===== config.mk =====
export PLATFORM = sky130hd
export DESIGN_NAME = quadrature_modulator
export DESIGN_NICKNAME = d
export VERILOG_FILES = /design/src/rtl/quadrature_modulator.sv
export SDC_FILE = /design/constraint.sdc
export NUM_CORES = 1
export LEC_CHECK = 0
export BUFFER_PORTS_ARGS = -buffer_cell sky130_fd_sc_hd__buf_2
export CORE_MARGIN = 2
export CORE_UTILIZATION = 28
export CTS_CLUSTER_DIAMETER = 150
export DETAILED_ROUTE_END_ITERATION = 16
export SYNTH_ARGS = -nofsm -noshare
export SYNTH_HDL_FRONTEND = slang
export SYNTH_SLANG_ARGS = --single-unit

===== constraint.sdc =====
create_clock -name clk -period 2.6 [get_ports clk]
set_clock_uncertainty 0.1 [all_clocks]
set_input_delay 0.65 -clock clk [delete_from_list [all_inputs] [get_ports clk]]
set_output_delay 0.65 -clock clk [all_outputs]
set_load 0.05 [all_outputs]

===== src/rtl/quadrature_modulator.sv =====
// Quadrature LO switch driver: a 4-clk LO whose phase is rotated in 90-degree steps by a
// stream of symbols, each held for a whole number of LO periods.
module quadrature_modulator (
  input  logic       clk,
  input  logic       rst,
  input  logic       enable,
  input  logic [1:0] sym_data,
  input  logic [7:0] sym_len,
  input  logic       sym_valid,
  output logic       sym_ready,
  output logic       out_i,
  output logic       out_q,
  output logic       busy,
  output logic       eob
);

  typedef enum logic {IDLE, RUN} state_t;

  state_t     state;
  logic [1:0] p;
  logic [1:0] s_r;
  logic [8:0] n;
  logic       last_cycle;
  logic       accept;
  logic [1:0] e_run;

  assign last_cycle = (p == 2'd3) && (n == 9'd1);
  assign sym_ready  = enable && ((state == IDLE) || last_cycle);
  assign accept     = sym_valid && sym_ready;

  // Outputs are registered, so they are driven from the phase the counter advances into.
  always_comb begin
    e_run = p + 2'd1 + s_r;
  end

  always_ff @(posedge clk) begin
    if (rst) begin
      state <= IDLE;
      p     <= '0;
      n     <= '0;
      s_r   <= '0;
      out_i <= 1'b0;
      out_q <= 1'b0;
      busy  <= 1'b0;
      eob   <= 1'b0;
    end else if (!enable) begin
      state <= IDLE;
      p     <= '0;
      n     <= '0;
      out_i <= 1'b0;
      out_q <= 1'b0;
      busy  <= 1'b0;
      eob   <= 1'b0;
    end else if (accept) begin
      state <= RUN;
      p     <= '0;
      s_r   <= sym_data;
      n     <= (sym_len == 8'd0) ? 9'd256 : {1'b0, sym_len};
      out_i <= ~sym_data[1];
      out_q <= ^sym_data;
      busy  <= 1'b1;
      eob   <= 1'b0;
    end else if (state == RUN) begin
      if (last_cycle) begin
        state <= IDLE;
        p     <= '0;
        n     <= '0;
        out_i <= 1'b0;
        out_q <= 1'b0;
        busy  <= 1'b0;
        eob   <= 1'b1;
      end else begin
        p <= p + 2'd1;
        if (p == 2'd3) begin
          n <= n - 9'd1;
        end
        out_i <= ~e_run[1];
        out_q <= ^e_run;
        busy  <= 1'b1;
        eob   <= 1'b0;
      end
    end else begin
      p     <= '0;
      out_i <= 1'b0;
      out_q <= 1'b0;
      busy  <= 1'b0;
      eob   <= 1'b0;
    end
  end

endmodule


==> results of run 1 <==
registers in the layout, indices dropped and copies added, names as in the netlist:
name,cells
out_q,1
state,1
s_r,2
out_i,1
eob,1
n,9
p,2
layout by cell type (no fill, tap or decap), drive strengths merged:
cell / Yosys / final
a211oi: 1 / 1
a21oi: 3 / 3
a221o: 1 / 1
a222oi: 1 / 1
a31oi: 8 / 8
and2: 2 / 2
and3: 1 / 1
buf: 2 / 19
clkbuf: 3 / 5
dfxtp: 17 / 17
ha: 4 / 4
inv: 7 / 7
mux2i: 3 / 3
nand2: 16 / 16
nand2b: 1 / 1
nand3: 4 / 4
nand3b: 1 / 1
nor2: 8 / 8
nor2b: 4 / 4
nor3: 3 / 3
nor4: 7 / 7
nor4b: 2 / 2
o21a: 1 / 1
o21ai: 8 / 8
o31a: 2 / 2
o31ai: 1 / 1
or3b: 1 / 1
or4: 2 / 2
or4b: 1 / 1
xnor2: 3 / 3
xor2: 1 / 1
kinds of logic after synthesis:
kind of cell | synth area share
buffers and inverters | 0.0613
adder cells (fa/ha/maj) | 0.0511
XOR/XNOR | 0.0358
AO/OA/AOI/OAI | 0.185
multiplexers | 0.0307
flip-flops | 0.347
AND/OR/NAND/NOR | 0.289
routing by layer:
metal  wire length [um]  GRT usage  vias to the layer above
li1                   -          -                      473
met1               1070      0.140                      433
met2               1040      0.188                       20
met3                 85     0.0232                        5
met4                 40     0.0583                        0
met5                  0          0                        -
cell type report:
class / count / area [um^2] / area share
inverters: 7 / 26.3 / 0.0226
clock buffers: 4 / 26.3 / 0.0226
well taps: 46 / 57.6 / 0.0495
flip-flops and latches: 17 / 342 / 0.294
repair buffers: 20 / 108 / 0.0926
multi-input cells: 90 / 603 / 0.519
path summary, 6_finish.rpt:
check,end,cells past startpoint
max,sym_ready,6
min,p[0],1
max reg2reg,s_r[0],6
min reg2reg,p[0],1
critical path, delay by kind of cell, from the launching register on:
family,cells,cell delay (ps)
flops,1,350
fa+ha+maj,1,190
compound gates,1,160
buf+inv,2,320
simple gates,2,380
power by group through the flow:
stage | logic [W] | registers (W) | clock network (W)
6_report | 0.0000862 | 0.000275 | 0.000138
5_1_grt | 0.0000952 | 0.000276 | 0.000161
4_1_cts | 0.0000853 | 0.000274 | 0.000144
3_5_place_dp | 0.0000848 | 0.000280 | 0
3_3_place_gp | 0.0000835 | 0.000280 | 0
2_1_floorplan | 0.0000542 | 0.000284 | 0
through the flow:
stage	total power (W)	cell area (um^2)	instances
finish	0.000499	1160	184
global route	0.000532	1160	184
CTS	0.000503	1140	184
detailed placement	0.000365	1110	180
global placement	0.000363	1110	180
floorplan	0.000338	982	119
repair_timing:
item | CTS | global route
gates resized for setup | 1 | 4
endpoints found under the hold margin | 0 | 0
endpoints found under the setup margin | 1 | 1
buffers inserted | 0 | 0
==> results.cfg, run 1 <==
[run_status]
status = finished clean

[finish]
diodes = 0
utilization = 0.348
areaGrowthSynthToFinish_pct = 18.6
final_nets = 157
nFillCells = 366
drive_gt1_frac = 0.232

[power_and_ir_drop]
swShare = 0.275
internal_power_w = 0.000362
combPwrFrac = 0.173
switching_power_w = 0.000137
power_density_nw_per_um2 = 430
peakVddDrop_mv = 0.239
power_frac_clock = 0.276
seqPwrFrac = 0.551
p_leak_nw = 0.429

[placed_design]
dp_slack_ps = 238
port_buffers = 18
place.gp.congestion = 0.755
hpwl_um = 1730

[sta]
setup_viol = 0
finalWorstSetupSlack_ps = 160
final-hold-violation-count = 0
period_needed_ps = 2440
hold_slack_ps = 371
finalSetupTns_ps = 0
timing.final.crit_share = 0.938
worst_pin_slew_ps = 609
slew_headroom = 0.594
grt_setup_unrepaired = false
final_max_slew_viol_count = 0
max_freq_ghz = 0.410

[clocking]
cts_hold_buf = 0
root_buffer = clkbuf_4
htreeDepth = 1
cts_buffer_depth = 2
insertion_delay_ps = 290
cts_made_buffers = 3
cts_tree = done
cts_sinks = 17
clk_pin_slew_ps = 100

[routing]
first_pass_iters = 4
wl_per_cell_um = 12.1
viasPerCell = 5.06
drc = 0
vias = 931
drt-total-wl_um = 2240
drt_iter0_drc = 26
drtAntennaViolNets = 0

[setup_path]
crit_start = n[1]
path_cells = inv_1, ha_1, nor4b_4, a31oi_1, nor2b_2, clkbuf_4
end_kind = output port
start_kind = flip-flop
worstPathRequired_ps = 1850
crit_type = reg -> out
r2r_slack_ps = 390
critical-path-max-stage-delay_ps = 350
arrival_ps = 1690
timing.rr.start = n[1]
cp_slowest_cell = dfxtp_1
critPathMaxFanout = 5

[synth]
synthTopCellsByCount = dfxtp_1, nand2_1, a31oi_1, nor2_1, o21ai_0
synth-edff-count = 0
syn-num-nets = 137
async_flop_share = 0
ys_seq_area_frac = 0.347
synth_largest_area_cell = dfxtp_1
synth_warnings = 0
syn-cell-area_um2 = 980
ys.flop_type = dfxtp_1
synth_area_per_cell_um2 = 8.23
syn_inst = 119
ys_top_cells_by_area = dfxtp_1, nand2_1, a31oi_1, ha_1, nor4_1
synth.distinct_cells = 34
synth_top_area_frac = 0.347
yosysMostFrequentCell = dfxtp_1
ys_ff_latch = 17

[min_path]
hold_start = p[0]
hp-class = reg -> reg

[die]
die_width_um = 63.2
io_pins = 19
die_area_um2 = 3990
fp.dieH_um = 63.2
coreArea_um2 = 3340
fp-row-count = 21
start_util = 0.294

[global_routing]
grt_max_degree = 14
first_global_vias = 827
grt_first_pass_wirelength_um = 3590
grt_overflow = 0
antenna_found_initial = 0
gr-usage-all-layers = 0.114

[flow_run]
maxCapViolCount = 0
Power figures use the tool's default switching activity.
==> run 2, diff against run 1 <==
--- a/config.mk
+++ b/config.mk
@@ -5,11 +5,12 @@
 export SDC_FILE = /design/constraint.sdc
 export NUM_CORES = 1
 export LEC_CHECK = 0
-export BUFFER_PORTS_ARGS = -buffer_cell sky130_fd_sc_hd__buf_2
 export CORE_MARGIN = 2
 export CORE_UTILIZATION = 28
 export CTS_CLUSTER_DIAMETER = 150
 export DETAILED_ROUTE_END_ITERATION = 16
+export DONT_BUFFER_PORTS = 1
+export REMOVE_ABC_BUFFERS = 1
 export SYNTH_ARGS = -nofsm -noshare
 export SYNTH_HDL_FRONTEND = slang
 export SYNTH_SLANG_ARGS = --single-unit
==> results.cfg, run 2 (synthesis gave the netlist of run 1 again) <==
[run_status]
status = finished clean

[setup_path]
crit_type = reg -> out
critical-path-max-stage-delay_ps = 400
rr_endpoint = s_r[0]
path_cells = inv_1, ha_1, nor4b_4, a31oi_2, nor2b_1, buf_4
r2r_slack_ps = 460
worstPathRequired_ps = 1850
path_buf_inv = 2
timing.rr.start = n[1]
crit_family = flip-flops
cp_slowest_cell = dfxtp_1
crit_start = n[1]
arrival_ps = 1750
critPathMaxFanout = 6
end_kind = output port
start_kind = flip-flop
r2r_cells = 7

[routing]
drt-total-wl_um = 2320
vias = 890
drc = 0
met2_length_um = 1150
drt_iter0_drc = 36
drtAntennaViolNets = 0
met1_length_um = 999
wl_per_cell_um = 13.7
highest_layer = met4
viasPerCell = 5.27
first_pass_iters = 4
met3_length_um = 109

[finish]
largest_register_ffs = 9
nFillCells = 358
drive_gt1_frac = 0.138
areaGrowthSynthToFinish_pct = 11.6
final_cells = 169
final_nets = 142
mostFrequentLayoutCells = nand2_1, dfxtp_1, o21ai_0, nor2_1
top_regs = n x9, p x2, s_r x2
multiInputGateArea_um2 = 601
diodes = 0
regMostFlops = n
seq_area_um2 = 342

[clocking]
htreeDepth = 1
cts_hold_buf = 0
root_buffer = clkbuf_4
insertion_delay_ps = 310
clk_pin_slew_ps = 120
cts_sinks = 17
cts_made_buffers = 3
cts_tree = done
cts_buffer_depth = 2

[global_routing]
antenna_found_initial = 0
first_global_vias = 916
grt_overflow = 0
grt_max_degree = 13
grt_first_pass_wirelength_um = 3930
gr-usage-all-layers = 0.125

[sta]
grt_setup_unrepaired = false
timing.final.crit_share = 0.961
finalSetupTns_ps = 0
worst_pin_slew_ps = 586
final-hold-violation-count = 0
final_max_slew_viol_count = 0
max_freq_ghz = 0.400
slew_headroom = 0.609
setup_viol = 0
period_needed_ps = 2500

[min_path]
hold_start = rst
hp-class = in -> reg
min_to = s_r[1]
hold_path_depth = 1

[placed_design]
hpwl_um = 1770
port_buffers = 0
dp.cells = 165
place.gp.congestion = 0.720

[die]
die_width_um = 63.2
coreArea_um2 = 3340
start_util = 0.294
fp.dieH_um = 63.2
die_area_um2 = 3990
io_pins = 19
fp-row-count = 21

[power_and_ir_drop]
power_density_nw_per_um2 = 458
peakVddDrop_mv = 0.270
p_leak_nw = 0.363
power_w = 0.000501

[flow_run]
maxCapViolCount = 0
## run 2: cell types whose count changed in the layout (fill, tap and decap cells not counted), sizes merged
cell and delta:
buf -14, clkbuf -2, clkinvlp +1
## run 2: what timing repair did
action,in CTS,in global routing
gates cloned,0,0
setup buffers,0,0
endpoints found under the hold margin,0,0
resized for setup,2,2
setup endpoints to repair,1,1
## run 2: final cells by class
type                            count  share of cell area
Sequential cell                    17               0.312
Clock inverter                      1             0.00686
Tap cell                           46              0.0526
Multi-Input combinational cell     90               0.549
Clock buffer                        3              0.0206
Timing Repair Buffer                5              0.0343
Inverter                            7              0.0240
## run 2: routing by layer
metal / GRT usage / vias up
li1: - / 440
met1: 0.133 / 423
met2: 0.225 / 21
met3: 0.0304 / 6
met4: 0.0667 / 0
met5: 0 / -
## run 2: stage by stage
stage                     utilization  cell area [um^2]  hold slack (ps)  worst slack, ps
after floorplan                     -               946              317             -151
after global placement          0.312              1040              333              289
after detailed placement        0.312              1040              346              193
after CTS                       0.325              1080              285             14.3
after global routing            0.328              1090              285             19.1
final                           0.328              1090              294              100
## run 2: worst max path at each step
stage | to | cells past startpoint
after floorplan | sym_ready | 4
after global placement | sym_ready | 5
after detailed placement | sym_ready | 5
after CTS | sym_ready | 5
after global routing | sym_ready | 6
final | sym_ready | 6
## run 2: power by group
group	switching [W]	internal, W
Clock	0.0000939	0.0000586
Sequential	0.0000116	0.000267
Combinational	0.0000398	0.0000295
Total	0.000145	0.000355
